$ cat config.mk
export PLATFORM = sky130hd
export DESIGN_NAME = booth_mul_seq_flat
export DESIGN_NICKNAME = d
export VERILOG_FILES = /design/src/rtl/mul_pkg.sv /design/src/rtl/booth_mul_seq_if.sv /design/src/rtl/booth_mul_seq.sv /design/src/flat_wrapper.sv
export SDC_FILE = /design/constraint.sdc
export NUM_CORES = 1
export LEC_CHECK = 0
export CAP_MARGIN = 20
export CORE_AREA = 5 5 84 86
export CTS_CLUSTER_DIAMETER = 60
export DETAILED_ROUTE_END_ITERATION = 8
export DIE_AREA = 0 0 89 91
export GPL_ROUTABILITY_DRIVEN = 0
export PLACE_DENSITY = 0.83
export REMOVE_ABC_BUFFERS = 1
export SYNTH_ARGS = -nofsm -noshare
export SYNTH_HDL_FRONTEND = slang
export SYNTH_SLANG_ARGS = --single-unit
$ cat constraint.sdc
create_clock -name clk_i -period 4.15 [get_ports clk_i]
set_clock_uncertainty 0.1 [all_clocks]
set_input_delay 0.415 -clock clk_i [delete_from_list [all_inputs] [get_ports clk_i]]
set_output_delay 0.415 -clock clk_i [all_outputs]
set_load 0.005 [all_outputs]
$ cat src/rtl/mul_pkg.sv
// Shared types for the radix-16 Booth multiplier datapath and its sequencer.
package mul_pkg;

  // Encoding equals the partial-product magnitude, so PP_kA has value k.
  typedef enum logic [3:0] {
    PP_0  = 4'd0,
    PP_A  = 4'd1,
    PP_2A = 4'd2,
    PP_3A = 4'd3,
    PP_4A = 4'd4,
    PP_5A = 4'd5,
    PP_6A = 4'd6,
    PP_7A = 4'd7,
    PP_8A = 4'd8
  } booth_sel_t;

endpackage

$ cat src/rtl/booth_mul_seq_if.sv
// Request, digit-issue and completion signals between the Booth sequencer and its user.
interface booth_mul_seq_if #(
  parameter int unsigned WIDTH        = 52,
  parameter int unsigned COUNTERWIDTH = 4
);
  logic                    in_valid_i;
  logic                    in_ready_o;
  logic [WIDTH-1:0]        op_b_i;
  logic                    kill_i;
  logic                    step_valid_o;
  mul_pkg::booth_sel_t     sel_o;
  logic                    neg_o;
  logic [COUNTERWIDTH-1:0] step_idx_o;
  logic                    first_o;
  logic                    last_o;
  logic                    busy_o;
  logic                    out_valid_o;
  logic                    out_ready_i;

  modport master (
    output in_valid_i, op_b_i, kill_i, out_ready_i,
    input  in_ready_o, step_valid_o, sel_o, neg_o, step_idx_o,
           first_o, last_o, busy_o, out_valid_o
  );

  modport slave (
    input  in_valid_i, op_b_i, kill_i, out_ready_i,
    output in_ready_o, step_valid_o, sel_o, neg_o, step_idx_o,
           first_o, last_o, busy_o, out_valid_o
  );
endinterface

$ cat src/rtl/booth_mul_seq.sv
// Radix-16 Booth digit sequencer: latches the multiplier and issues one signed
// digit per cycle to the datapath, then holds completion until accepted.
module booth_mul_seq #(
  parameter int unsigned WIDTH        = 52,
  parameter int unsigned MULCYCLES    = WIDTH / 4,
  parameter int unsigned COUNTERWIDTH = $clog2(MULCYCLES)
) (
  input  logic           clk_i,
  input  logic           rst_i,
  booth_mul_seq_if.slave bus
);
  import mul_pkg::*;

  typedef enum logic [1:0] {IDLE, RUN, DONE} state_t;

  localparam logic [COUNTERWIDTH-1:0] LAST_IDX = COUNTERWIDTH'(MULCYCLES - 1);

  state_t                  state_q, state_d;
  logic [WIDTH:0]          sr_q, sr_d;
  logic [COUNTERWIDTH-1:0] cnt_q, cnt_d;
  logic signed [4:0]       digit;
  logic [3:0]              mag;

  always_ff @(posedge clk_i) begin
    if (rst_i) begin
      state_q <= IDLE;
      sr_q    <= '0;
      cnt_q   <= '0;
    end else begin
      state_q <= state_d;
      sr_q    <= sr_d;
      cnt_q   <= cnt_d;
    end
  end

  always_comb begin
    state_d = state_q;
    sr_d    = sr_q;
    cnt_d   = cnt_q;
    unique case (state_q)
      IDLE: begin
        if (bus.in_valid_i && !bus.kill_i) begin
          sr_d    = {bus.op_b_i, 1'b0};
          cnt_d   = '0;
          state_d = RUN;
        end
      end
      RUN: begin
        sr_d = {{4{sr_q[WIDTH]}}, sr_q[WIDTH:4]};
        if (cnt_q == LAST_IDX) state_d = DONE;
        else                   cnt_d   = cnt_q + 1'b1;
      end
      DONE: begin
        if (bus.out_ready_i) state_d = IDLE;
      end
      default: state_d = IDLE;
    endcase
    if (bus.kill_i && state_q != IDLE) state_d = IDLE;
  end

  // Window b3 b2 b1 b0 b-1: the signed nibble b3..b0 plus the borrowed b-1.
  always_comb begin
    digit = $signed({sr_q[4], sr_q[4:1]}) + $signed({4'b0000, sr_q[0]});
    mag   = digit[4] ? 4'(-digit) : digit[3:0];
  end

  always_comb begin
    bus.in_ready_o   = (state_q == IDLE);
    bus.busy_o       = (state_q != IDLE);
    bus.out_valid_o  = (state_q == DONE);
    bus.step_valid_o = (state_q == RUN);
    bus.sel_o        = PP_0;
    bus.neg_o        = 1'b0;
    bus.step_idx_o   = '0;
    bus.first_o      = 1'b0;
    bus.last_o       = 1'b0;
    if (state_q == RUN) begin
      bus.sel_o      = booth_sel_t'(mag);
      bus.neg_o      = digit[4];
      bus.step_idx_o = cnt_q;
      bus.first_o    = (cnt_q == '0);
      bus.last_o     = (cnt_q == LAST_IDX);
    end
  end

endmodule

$ cat src/flat_wrapper.sv
// flat-port wrapper written by rule: the top's interface ports become plain ports
module booth_mul_seq_flat import mul_pkg::*;
#(
  parameter int unsigned WIDTH        = 52,
  parameter int unsigned MULCYCLES    = WIDTH / 4,
  parameter int unsigned COUNTERWIDTH = $clog2(MULCYCLES)
)
  (clk_i, rst_i, bus_in_valid_i, bus_op_b_i, bus_kill_i, bus_out_ready_i, bus_in_ready_o, bus_step_valid_o, bus_sel_o, bus_neg_o, bus_step_idx_o, bus_first_o, bus_last_o, bus_busy_o, bus_out_valid_o);
  booth_mul_seq_if #(.WIDTH(WIDTH), .COUNTERWIDTH(COUNTERWIDTH)) bus_i ();
  input  logic clk_i;
  input  logic rst_i;
  input wire logic [$bits(bus_i.in_valid_i)-1:0] bus_in_valid_i;
  input wire logic [$bits(bus_i.op_b_i)-1:0] bus_op_b_i;
  input wire logic [$bits(bus_i.kill_i)-1:0] bus_kill_i;
  input wire logic [$bits(bus_i.out_ready_i)-1:0] bus_out_ready_i;
  output wire logic [$bits(bus_i.in_ready_o)-1:0] bus_in_ready_o;
  output wire logic [$bits(bus_i.step_valid_o)-1:0] bus_step_valid_o;
  output wire logic [$bits(bus_i.sel_o)-1:0] bus_sel_o;
  output wire logic [$bits(bus_i.neg_o)-1:0] bus_neg_o;
  output wire logic [$bits(bus_i.step_idx_o)-1:0] bus_step_idx_o;
  output wire logic [$bits(bus_i.first_o)-1:0] bus_first_o;
  output wire logic [$bits(bus_i.last_o)-1:0] bus_last_o;
  output wire logic [$bits(bus_i.busy_o)-1:0] bus_busy_o;
  output wire logic [$bits(bus_i.out_valid_o)-1:0] bus_out_valid_o;
  assign bus_i.in_valid_i = bus_in_valid_i;
  assign bus_i.op_b_i = bus_op_b_i;
  assign bus_i.kill_i = bus_kill_i;
  assign bus_i.out_ready_i = bus_out_ready_i;
  assign bus_in_ready_o = bus_i.in_ready_o;
  assign bus_step_valid_o = bus_i.step_valid_o;
  assign bus_sel_o = bus_i.sel_o;
  assign bus_neg_o = bus_i.neg_o;
  assign bus_step_idx_o = bus_i.step_idx_o;
  assign bus_first_o = bus_i.first_o;
  assign bus_last_o = bus_i.last_o;
  assign bus_busy_o = bus_i.busy_o;
  assign bus_out_valid_o = bus_i.out_valid_o;
  booth_mul_seq #(.WIDTH(WIDTH), .MULCYCLES(MULCYCLES), .COUNTERWIDTH(COUNTERWIDTH)) u_core (.clk_i(clk_i), .rst_i(rst_i), .bus(bus_i));
endmodule
---- Word level (Yosys, flattened, before mapping) ----
Cells that the tools add are included.
storage, ports and cells
  memory bits (read-only) ................. 0
  memories kept ........................... 0
  memory bits (writable) .................. 0
  register bits ........................... 59
  logic and storage cells ................. 42
  bits in latches ......................... 0
operators by class
  $lt $le $gt $ge ......................... 0
  reductions and logical operators ........ 12
  bitwise gates (word level) .............. 1
  equal/unequal tests ..................... 7
  mux-type cells .......................... 15
  shifts and indexed selects .............. 0
  divide/modulo/power cells ............... 0
  $mul .................................... 0
  add/subtract/negate cells ............... 3
operator list
  cell                   number
  $pmux W53 S2           1
  $mux W53               1
  $mux W4                5
  $reduce_and A3 Y1      3
  $pmux W4 S2            1
  $mux W2                3
  $pmux W2 S3            1
  $add A4 B2 Y5          1
  $add A4 B1 Y4 const B  1
  $eq A4 B4 Y1 const B   1
  $logic_not A4 Y1       1
  $ne A2 B1 Y1 const B   2
  $ne A2 B2 Y1 const B   2
  $neg A4 Y4             1
  $reduce_bool A2 Y1     2
  $mux W1                3
  $eq A2 B1 Y1 const B   1
  $eq A2 B2 Y1 const B   1
  $logic_and A1 B1 Y1    2
  $logic_not A2 Y1       1
  $reduce_and A2 Y1      1
  $reduce_or A2 Y1       1
  $logic_not A1 Y1       1
  $not A1 Y1             1

---- Longest topological paths before layout ----
Gate-level depths: netlist of run 1.
  depth in word-level cells ............... 4
  gate-level depth with buffers ........... 8

---- Worst setup path before layout of run 1 ----
OpenSTA, ideal clock, no wires.
  kind .................................... register -> output
  start point ............................. register u_core.sr_q[0]
  end point ............................... output port bus_sel_o[2]
  buffers on the path ..................... 0
  cell stages (with the launch flop) ...... 9
  data required time ...................... 3.635 ns
  arrival ................................. 1.512 ns
  slack ................................... 2.123 ns
  cell sequence ........................... dfxtp_1 -> ha_1 -> ha_1 -> inv_1 -> ha_1 -> nor2b_1 -> xnor2_1 -> nand2b_1 -> and3_1
between the ends
  cells in the longest elaborated chain, start to end .. 4
RTL lines
  item                    RTL line             RTL
  from (decl)             booth_mul_seq.sv:19  logic [WIDTH:0] sr_q, sr_d;
  from (signal assigned)  booth_mul_seq.sv:31  sr_q <= sr_d;
  $add A4 B2 Y5 *         booth_mul_seq.sv:63  digit = $signed({sr_q[4], sr_q[4:1]}) + $signed({4'b0000, sr_q[0]});
  $neg A4 Y4              booth_mul_seq.sv:64  mag = digit[4] ? 4'(-digit) : digit[3:0];
  $mux W4 *               booth_mul_seq.sv:64
  $mux W4 *               booth_mul_seq.sv:77  if (state_q == RUN) begin
  to (decl)               flat_wrapper.sv:18   output wire logic [$bits(bus_i.sel_o)-1:0] bus_sel_o;
Mark *: on every way between the ends. The rest lies on a longest branch, timed or not.

---- Worst setup path after layout of run 1 ----
  start point ............................. register u_core.state_q[1]
  end point ............................... output port bus_step_idx_o[3]
between the ends
  cells in the longest elaborated chain, start to end .. 2
RTL lines
  item                    RTL line             RTL
  from (decl)             booth_mul_seq.sv:18  state_t state_q, state_d;
  from (signal assigned)  booth_mul_seq.sv:30  state_q <= state_d;
  $eq A2 B1 Y1            booth_mul_seq.sv:77
  $mux W4                 booth_mul_seq.sv:77
  to (decl)               flat_wrapper.sv:20   output wire logic [$bits(bus_i.step_idx_o)-1:0] bus_step_idx_o;
No other way between the ends.

==> run metrics, run 1 <==
status=finished clean; Antenna Nets Post-Route=0; Clock Path Buffers=2; Worst Setup End Kind=output pin; CP Class=reg2out; multi-input logic area=1540 µm²; nets=474; chip height=91 µm; Initial DRT Pass Iterations=4; vias per inst=5.35; VDD IR-drop max=0.198 mV; post-cts resize count=0; crit-path max cell delay=0.66 ns; area growth from synthesis to layout=29.8%; # hold bufs at CTS=0; simple-gate area share of the yosys netlist=0.254; Hold Fails Final Rpt=0; core area=6200 µm²; largest net degree at the start of global routing=104; clk sinks=59; most frequent cells in the layout=97 x nand2_1, 70 x clkdlybuf4s50_1, 63 x nor2_1, 59 x dfxtp_1, 24 x a311oi_1; Clk pin slew, worst setup/hold paths=0.07 ns; initial antenna violation count=0; Slew Limit Fails=0; # diodes=0; share of layout cells above drive strength 1=0.120; fill count=539; XOR/XNOR share of the synthesized area=0.0179; Core Util, Final=0.614; CP max FO=40; most common cell after layout, fill and taps aside=nand2_1; first-pass GRT wire length=10800 µm; Slew HR=0.295; unrepaired setup endpoints after global routing=no; register bit count reported by yosys=59; yosys warns=0; vias in the first global route=2520; DIE AREA=8100 µm²; number of buffers created by CTS=9; static leakage=0.00143 µW; Register Area=1180 µm²; Hold Crit Class=reg2reg; Mapped Cells=356; CP max-delay cell=nand2b_2; initial detailed-routing violation count=141; H-tree depth=3; Final setup viols=0; worst path cell trace=nand2b_2, inv_2, and2_1, clkdlybuf4s50_1; max_cap viols=0; Mean Syn Cell Area=8.25 µm²; largest family of logic cells by synthesized area=simple AND/OR/NAND/NOR gates; post-detailed-routing wire length=6480 µm; Critical Path RT=3.63 ns; mapped cell area=2940 µm²; Root Driver=clkbuf_8; DRC viols=0; crit path DAT=2.42 ns; ratio of final minimum period to clock period=0.708; Synth Area in Adders=0.0213; chip width=89 µm; # port buffers=71; Synth cell types=31; Max Clock Freq=341 MHz; Slew @ Worst Pin=1.06 ns; via count=2642; clk_lat worst skew=0.34 ns; CTS tree=yes; mux cell area share after synthesis=0; std cell rows=29; all-layer global routing usage=0.165; setup TNS=0 ns; Synth Area in Compound Gates=0.229; hpwl dp=4350 µm; register area share after synthesis=0.402; Avg WL per Cell=13.1 µm; Worst setup SP type=flip-flop; Power Dens Cells=384 nW/µm²; # Post-CTS Setup Buffers=0; starting density of the core=0.473; minimum clock period=2.94 ns; Ports=72; total grt overflow=0
==> worst paths after layout <==
check,start,endpoint,cells after the start,slack [ns]
worst max-delay path,u_core.state_q[1],bus_step_idx_o[3],4,1.21
worst min-delay path,u_core.sr_q[20],u_core.sr_q[16],2,0.37
worst max register to register,u_core.state_q[1],u_core.sr_q[49],6,1.58
worst min register to register,u_core.sr_q[20],u_core.sr_q[16],2,0.37
==> worst max-delay path, delay by kind of cell, from the launching register on <==
kind                   cells  cell delay [ns]
AND/OR/NAND/NOR            2             0.91
buffers and inverters      2             0.75
flip-flops                 1             0.43
==> area by class of cell <==
| type | count | share of cell area |
|---|---|---|
| repair buffers | 75 | 0.193 |
| well taps | 77 | 0.0253 |
| flip-flops and latches | 59 | 0.310 |
| multi-input cells | 259 | 0.405 |
| clock inverters | 5 | 0.0197 |
| inverters | 8 | 0.00788 |
| clock buffers | 11 | 0.0397 |
==> cells by family after synthesis <==
group           count (synthesis)
buf+inv                        38
fa+ha+maj                       5
flops                          59
xor+xnor                        6
compound gates                 66
simple gates                  182
==> power by group <==
part           internal [µW]  switching [µW]
Combinational            118             117
Sequential               613            25.0
Clock                    368             222
==> synthesized netlist by cell type <==
cell type	n	area, µm²
a21boi_0	1	7.51
a211oi_1	5	37.5
buf_4	5	37.5
nand2b_1	3	18.8
inv_1	7	26.3
a21oi_1	9	45.0
and2_1	4	25.0
nand2_1	97	364
o41ai_1	1	8.76
inv_2	1	3.75
a311oi_2	23	345
nand3b_1	1	7.51
nand3_1	5	25.0
o21ai_0	2	10.0
and3_1	2	12.5
nand2b_4	1	13.8
nor4b_1	1	8.76
xor2_1	3	26.3
dfxtp_1	59	1180
nor2_1	63	236
a21oi_2	1	8.76
ha_1	5	62.6
a311oi_1	24	210
nor2b_1	2	12.5
or3b_2	1	8.76
nor3_1	1	5.00
buf_6	6	67.6
xnor2_1	3	26.3
buf_2	13	65.1
or2_2	1	6.26
clkbuf_1	6	22.5
==> flip-flops by register name (all words and copies together), names as in the netlist <==
name,flops
u_core.cnt_q,4
u_core.state_q,2
u_core.sr_q,53
==> layer usage <==
| layer | wire length, µm | GRT usage | part of all wire |
|---|---|---|---|
| met2 | 2990 | 0.274 | 0.46 |
| met4 | 102 | 0.0670 | 0.016 |
| met5 | 0 | 0 | 0 |
| met3 | 459 | 0.0489 | 0.071 |
| met1 | 2940 | 0.197 | 0.45 |
==> metrics by stage <==
| stage | instances | power (µW) | cell area [µm²] | hold WS [ns] | worst slack, ns |
|---|---|---|---|---|---|
| 2_1_floorplan | 326 | 786 | 2740 | 0.343 | 0.532 |
| 3_3_place_gp | 478 | 876 | 3590 | 0.360 | 1.59 |
| 3_5_place_dp | 478 | 886 | 3590 | 0.367 | 1.50 |
| 4_1_cts | 494 | 1480 | 3810 | 0.377 | 1.13 |
| 5_1_grt | 494 | 1530 | 3810 | 0.392 | 1.01 |
| 6_report | 494 | 1460 | 3810 | 0.370 | 1.21 |
Note: power is estimated with default switching activity, not from simulation.
==> run 2, diff against run 1 <==
--- a/config.mk
+++ b/config.mk
@@ -6,12 +6,12 @@
 export NUM_CORES = 1
 export LEC_CHECK = 0
 export CAP_MARGIN = 20
-export CORE_AREA = 5 5 84 86
+export CORE_AREA = 5 5 87 89
 export CTS_CLUSTER_DIAMETER = 60
 export DETAILED_ROUTE_END_ITERATION = 8
-export DIE_AREA = 0 0 89 91
+export DIE_AREA = 0 0 92 94
 export GPL_ROUTABILITY_DRIVEN = 0
-export PLACE_DENSITY = 0.83
+export PLACE_DENSITY = 0.82
 export REMOVE_ABC_BUFFERS = 1
 export SYNTH_ARGS = -nofsm -noshare
 export SYNTH_HDL_FRONTEND = slang
==> constraint.sdc (replaced) <==
create_clock -name clk_i -period 2.4 [get_ports clk_i]
set_clock_uncertainty 0.1 [all_clocks]
set_input_delay 0.24 -clock clk_i [delete_from_list [all_inputs] [get_ports clk_i]]
set_output_delay 0.24 -clock clk_i [all_outputs]
set_load 0.005 [all_outputs]
==> run 2 against run 1 <==
Flip-flop and latch count did not move; first-iteration DRC count decreased by 24%; register-to-register slack worse by 1.0 ns; total power grew 67%; worst setup slack got worse by 1.1 ns; highest routed layer unchanged; global-route usage is 1.3 points lower.
==> run metrics, run 2 (synthesis gave the netlist of run 1 again) <==
status=finished clean; Logic pwr share=0.177 (+0.016); Critical Path RT=2.06 ns (-1.57 ns); clk_lat worst skew=0.32 ns (-0.02 ns); fill count=606 (+12%); Final setup viols=0 (unchanged); Design Area, Final=3950 µm² (+3.5%); area growth from synthesis to layout=34.3%; register share of total power=0.452 (+0.016); Hold Fails Final Rpt=0 (unchanged); Worst path top cell family by delay=buffers and inverters; clock network fraction of total power=0.371 (-0.032); worst reg2reg endpoint=u_core.sr_q[48]; largest net degree at the start of global routing=63 (-39%); initial detailed-routing violation count=107 (-24%); DIE AREA=8650 µm² (+6.8%); Avg WL per Cell=12.7 µm (-3.1%); Initial DRT Pass Iterations=4 (unchanged); Antenna Nets Post-Route=0 (unchanged); most frequent cells in the layout=97 x nand2_1, 67 x clkdlybuf4s50_1, 63 x nor2_1, 57 x dfxtp_1, 24 x a311oi_1; minimum clock period=2.32 ns; Ports=72 (unchanged); Crit path top cell by count=ha_4; worst path cell trace=ha_4, ha_4, a21boi_2, buf_4, and2_1, clkdlybuf4s50_1; setup slack, reg-to-reg=0.55 ns (-1.03 ns); VDD IR-drop max=0.333 mV (+68%); Placed Area=3660 µm² (+2.2%); vias in the first global route=2452 (-2.7%); number of buffers created by CTS=9 (unchanged); Hold Crit Start=u_core.sr_q[22]; DP Worst Slack=-0.0306 ns (-1.53 ns); via count=2579 (-2.4%); ratio of final minimum period to clock period=0.968; Switching Fraction=0.251 (+0.00215); most common cell after layout, fill and taps aside=nand2_1; # diodes=0 (unchanged); first-pass GRT wire length=10700 µm (-0.76%); Root Driver=clkbuf_8; hold depth=2 (unchanged); Clock Path Buffers=2 (unchanged); max_cap viols=0 (unchanged); hpwl dp=4520 µm (+4.1%); R2R depth=6 (unchanged); unrepaired setup endpoints after global routing=no; Slew Limit Fails=0 (unchanged); Max Clock Freq=430 MHz; CTS tree=yes; post-detailed-routing wire length=6400 µm (-1.3%); Largest register FFs=53 (unchanged); # port buffers=71 (unchanged); initial antenna violation count=0 (unchanged); clk sinks=59 (unchanged); chip width=92 µm (+3.4%); worst path bufs/invs=2 (unchanged); CP max-delay cell=clkdlybuf4s50_1; Power Dens Cells=620 nW/µm² (+62%); vias per inst=5.13 (-4.1%); Layout Cells excl Fill=503 (+1.8%); Slew @ Worst Pin=0.700 ns (-0.357 ns); CP max FO=4 (-90%); all-layer global routing usage=0.152 (-0.0129); Worst Setup End Kind=output pin; H-tree depth=3 (unchanged); share of layout cells above drive strength 1=0.154 (+0.0338); Slew HR=0.533 (+0.238); setup TNS=0 ns (unchanged); Top Registers=u_core.sr_q: 53 flops, u_core.cnt_q: 4 flops, u_core.state_q: 2 flops; total grt overflow=0 (unchanged); Worst setup SP type=flip-flop; RR Startpoint=u_core.state_q[1]; Reg with most FFs=u_core.sr_q; CP Class=reg2out; Final Worst Setup Slack=0.0757 ns (-1.14 ns); Internal=1830 µW (+67%); Net Switching=615 µW (+69%); placed insts=486 (+1.7%); crit path DAT=1.98 ns (-0.44 ns); Clk pin slew, worst setup/hold paths=0.06 ns (about the same); std cell rows=30 (+3.4%); nets=480 (+1.3%); DRC viols=0 (unchanged); Hold Path End=u_core.sr_q[18]; chip height=94 µm (+3.3%); crit-path max cell delay=0.49 ns (-0.17 ns); Hold Crit Class=reg2reg; starting density of the core=0.440 (-0.0338); Hold Slack=0.370 ns (-0.0000610 ns); static leakage=0.00149 µW (+4.3%); Setup crit start=u_core.sr_q[1]; core area=6680 µm² (+7.7%)
run 2: changes by cell type in the layout (fill, tap and decap cells not counted), moves of 2 or more:
cell             before  now
dfxtp_1              59   57
dfxtp_2               0    2
clkinv_2              3    1
ha_4                  0    2
buf_12                0    3
clkbuf_8             11   15
bufinv_16             2    0
buf_4                 4    7
clkdlybuf4s50_1      70   67
ha_1                  5    2
run 2: worst register-to-register path: stages, from the launching register on:
cell      delay (ns)
dfxtp_1         0.43
nand2b_4        0.26
clkinv_2        0.23
buf_4           0.26
and2_1          0.21
a21oi_1         0.12
a211oi_1        0.09
run 2: per-stage QoR:
stage | total power (µW) | utilization
after floorplan | 1360 | -
after global placement | 1530 | 0.549
after detailed placement | 1550 | 0.549
after CTS | 2470 | 0.586
after global routing | 2570 | 0.590
final | 2450 | 0.590
run 2: worst max-delay path by stage:
stage	depth (start not counted)	slack [ns]	to
finish	6	0.08	bus_neg_o
global route	6	0.02	bus_neg_o
CTS	9	-0.009	bus_sel_o[2]
detailed placement	9	-0.03	bus_sel_o[2]
global placement	9	0.09	bus_sel_o[2]
floorplan	3	-1.22	u_core.sr_q[1]
run 2: final cells by class:
cell class	count	area (µm²)	area share
Sequential cell	59	1180	0.300
Clock buffer	16	210	0.0533
Inverter	8	31.3	0.00793
Timing Repair Buffer	81	815	0.206
Multi-Input combinational cell	259	1610	0.407
Tap cell	80	100	0.0254
run 2: what timing repair did:
action                     in CTS  in global routing
hold endpoints to repair        0                  0
resized for setup              13                  6
hold buffers                    0                  0
setup endpoints to repair       4                  3
setup buffers                   0                  1
pin swaps                       2                  2
run 2: per-layer routing:
| metal | up-vias | GRT usage | wire length (µm) |
|---|---|---|---|
| li1 | 1346 | - | - |
| met1 | 1180 | 0.177 | 2930 |
| met2 | 51 | 0.272 | 3190 |
| met3 | 2 | 0.0329 | 263 |
| met4 | 0 | 0.0594 | 17 |
| met5 | - | 0 | 0 |
run 2: power groups by stage:
stage | Sequential, µW | Combinational [µW] | Clock (µW)
after floorplan | 1110 | 245 | 0
after global placement | 1120 | 412 | 0
after detailed placement | 1120 | 425 | 0
after CTS | 1110 | 432 | 933
after global routing | 1120 | 481 | 977
final | 1110 | 432 | 908
==> run 3, diff against run 2 <==
--- a/config.mk
+++ b/config.mk
@@ -11,6 +11,7 @@
 export DETAILED_ROUTE_END_ITERATION = 8
 export DIE_AREA = 0 0 92 94
 export GPL_ROUTABILITY_DRIVEN = 0
+export HOLD_SLACK_MARGIN = 0.05
 export PLACE_DENSITY = 0.82
 export REMOVE_ABC_BUFFERS = 1
 export SYNTH_ARGS = -nofsm -noshare
==> constraint.sdc (replaced) <==
create_clock -name clk_i -period 2.4 [get_ports clk_i]
set_clock_uncertainty 0.1 [all_clocks]
set_input_delay 0.24 -clock clk_i [delete_from_list [all_inputs] [get_ports clk_i]]
set_output_delay 0.24 -clock clk_i [all_outputs]
set_load 0.01 [all_outputs]
==> run 3 against run 2 <==
Wire length rose by 4.5%; via count rose by 2.1%; global-route usage up 1.2 points; clock power up 21%; core utilization increased by 0.075 points; count of clock-buffer cells in the layout shrank 5; fmax fell by 1.1%; sequential power hardly changed; flip-flop and latch count unchanged; total power grew 7.9%; cell count is 0.20% lower; critical path type unchanged; register-to-register slack got worse by 0.05 ns.
==> run metrics, run 3 (synthesis gave the netlist of run 1 again) <==
status=finished clean; Slew HR=0.524 (-0.00965); core area=6680 µm² (unchanged); placed insts=485 (-0.21%); clk_lat worst skew=0.33 ns (about the same); Largest register FFs=53 (unchanged); vias in the first global route=2621 (+6.9%); most frequent cells in the layout=97 x nand2_1, 67 x clkdlybuf4s50_1, 63 x nor2_1, 57 x dfxtp_1, 24 x a311oi_1; Power Dens Cells=668 nW/µm² (+7.7%); # diodes=0 (unchanged); nets=479 (-0.21%); Worst setup SP type=flip-flop; Setup crit start=u_core.sr_q[1]; VDD IR-drop max=0.449 mV (+35%); CP max FO=2 (-2); total grt overflow=0 (unchanged); share of layout cells above drive strength 1=0.149 (-0.00438); post-detailed-routing wire length=6690 µm (+4.5%); Core Util, Final=0.591 (+0.000750); Logic pwr share=0.164 (-0.013); Crit path top cell by count=ha_4; hpwl dp=4540 µm (+0.32%); Hold Crit Class=in2reg; worst path bufs/invs=2 (unchanged); Worst Setup End Kind=output pin; minimum clock period=2.35 ns (+0.0253 ns); std cell rows=30 (unchanged); DIE AREA=8650 µm² (unchanged); chip height=94 µm (unchanged); Top Registers=u_core.sr_q: 53 flops, u_core.cnt_q: 4 flops, u_core.state_q: 2 flops; Layout Cells excl Fill=502 (-0.20%); fill count=606 (unchanged); Clock Path Buffers=2 (unchanged); setup TNS=0 ns (unchanged); all-layer global routing usage=0.164 (+0.0115); RR Startpoint=u_core.state_q[1]; Hold Slack=0.353 ns (-0.0167 ns); Design Area, Final=3950 µm² (+0.13%); Net Switching=642 µW (+4.4%); Root Driver=clkbuf_8; chip width=92 µm (unchanged); DRC viols=0 (unchanged); register share of total power=0.419 (-0.033); most common cell after layout, fill and taps aside=nand2_1; Hold Crit Start=bus_op_b_i[51]; Worst path top cell family by delay=adder cells; number of buffers created by CTS=9 (unchanged); Max Clock Freq=426 MHz (-1.1%); via count=2632 (+2.1%); static leakage=0.00148 µW (-0.33%); met1 Use GR=0.190 (+0.0132); crit path DAT=2.01 ns (+0.03 ns); Critical Path RT=2.06 ns (about the same); Avg WL per Cell=13.3 µm (+4.7%); CP Class=reg2out; Clk pin slew, worst setup/hold paths=0.07 ns (about the same); ratio of final minimum period to clock period=0.979 (+0.0106); gr busiest metal=met2; starting density of the core=0.440 (unchanged); Slew Limit Fails=0 (unchanged); CTS tree=yes; max_cap viols=0 (unchanged); # port buffers=71 (unchanged); Internal=2000 µW (+9.1%); # hold bufs at CTS=0 (unchanged); vias per inst=5.24 (+2.3%); Hold Fails Final Rpt=0 (unchanged); CP max-delay cell=dfxtp_2; Placed Area=3660 µm² (-0.20%); Reg with most FFs=u_core.sr_q; largest net degree at the start of global routing=63 (unchanged); crit-path max cell delay=0.34 ns (-0.15 ns); Switching Fraction=0.243 (-0.00820); clk sinks=59 (unchanged); clock network fraction of total power=0.416 (+0.045); area growth from synthesis to layout=34.5%; Initial DRT Pass Iterations=4 (unchanged); met3 Use GR=0.0385 (+0.00561); first-pass GRT wire length=11500 µm (+7.7%); Slew @ Worst Pin=0.715 ns (+0.0145 ns); Antenna Nets Post-Route=0 (unchanged); met2 Usage GRT=0.286 (+0.0140); initial antenna violation count=0 (unchanged); worst path cell trace=ha_4, ha_4, inv_1, ha_2, nor2b_2, xnor2_1, nand2b_1, and3_1, buf_2; H-tree depth=3 (unchanged); Ports=72 (unchanged); Final setup viols=0 (unchanged); initial detailed-routing violation count=105 (-1.9%)
[run 3: power by group through the flow]
stage / Clock [µW] / Sequential [µW] / Combinational, µW
global route: 1170 / 1120 / 484
floorplan: 0 / 1110 / 247
finish: 1100 / 1110 / 434
CTS: 1130 / 1100 / 433
detailed placement: 0 / 1120 / 427
global placement: 0 / 1120 / 413
[run 3: layout make-up]
class	instances	area, µm²	share of cell area
Clock buffer	11	141	0.0358
Clock inverter	5	100	0.0253
Inverter	8	32.5	0.00824
Multi-Input combinational cell	259	1590	0.402
Sequential cell	59	1180	0.300
Tap cell	80	100	0.0253
Timing Repair Buffer	80	803	0.203
[run 3: repair_timing]
item                                    in CTS  in global routing
buffers inserted                             0                  1
pin swaps                                    0                  2
hold endpoints to repair                     0                  0
endpoints found under the setup margin       5                  3
resized for setup                           12                  6
[run 3: through the flow]
stage	worst slack, ns	total power [µW]
5_1_grt	-0.0195	2770
6_report	0.0504	2640
3_5_place_dp	-0.0366	1550
2_1_floorplan	-1.22	1360
3_3_place_gp	0.0647	1530
4_1_cts	-0.0603	2660
[run 3: worst paths after layout]
path / cells past startpoint / slack (ns) / endpoint
setup reg to reg: 6 / 0.50 / u_core.sr_q[49]
hold / removal: 3 / 0.35 / u_core.sr_q[52]
setup / recovery: 9 / 0.05 / bus_sel_o[2]
hold reg to reg: 2 / 0.37 / u_core.sr_q[28]
[run 3: worst min-delay path, delay by kind of cell]
kind | cells | cell delay (ns)
AND/OR/NAND/NOR | 1 | 0.05
AO/OA/AOI/OAI | 1 | 0.05
buffers and inverters | 1 | 0.39
[run 3: routing by layer]
metal | vias up | share of wire | routed length [µm]
li1 | 1343 | - | -
met1 | 1213 | 0.44 | 2940
met2 | 63 | 0.49 | 3290
met3 | 13 | 0.051 | 343
met4 | 0 | 0.017 | 116
met5 | - | 0 | 0
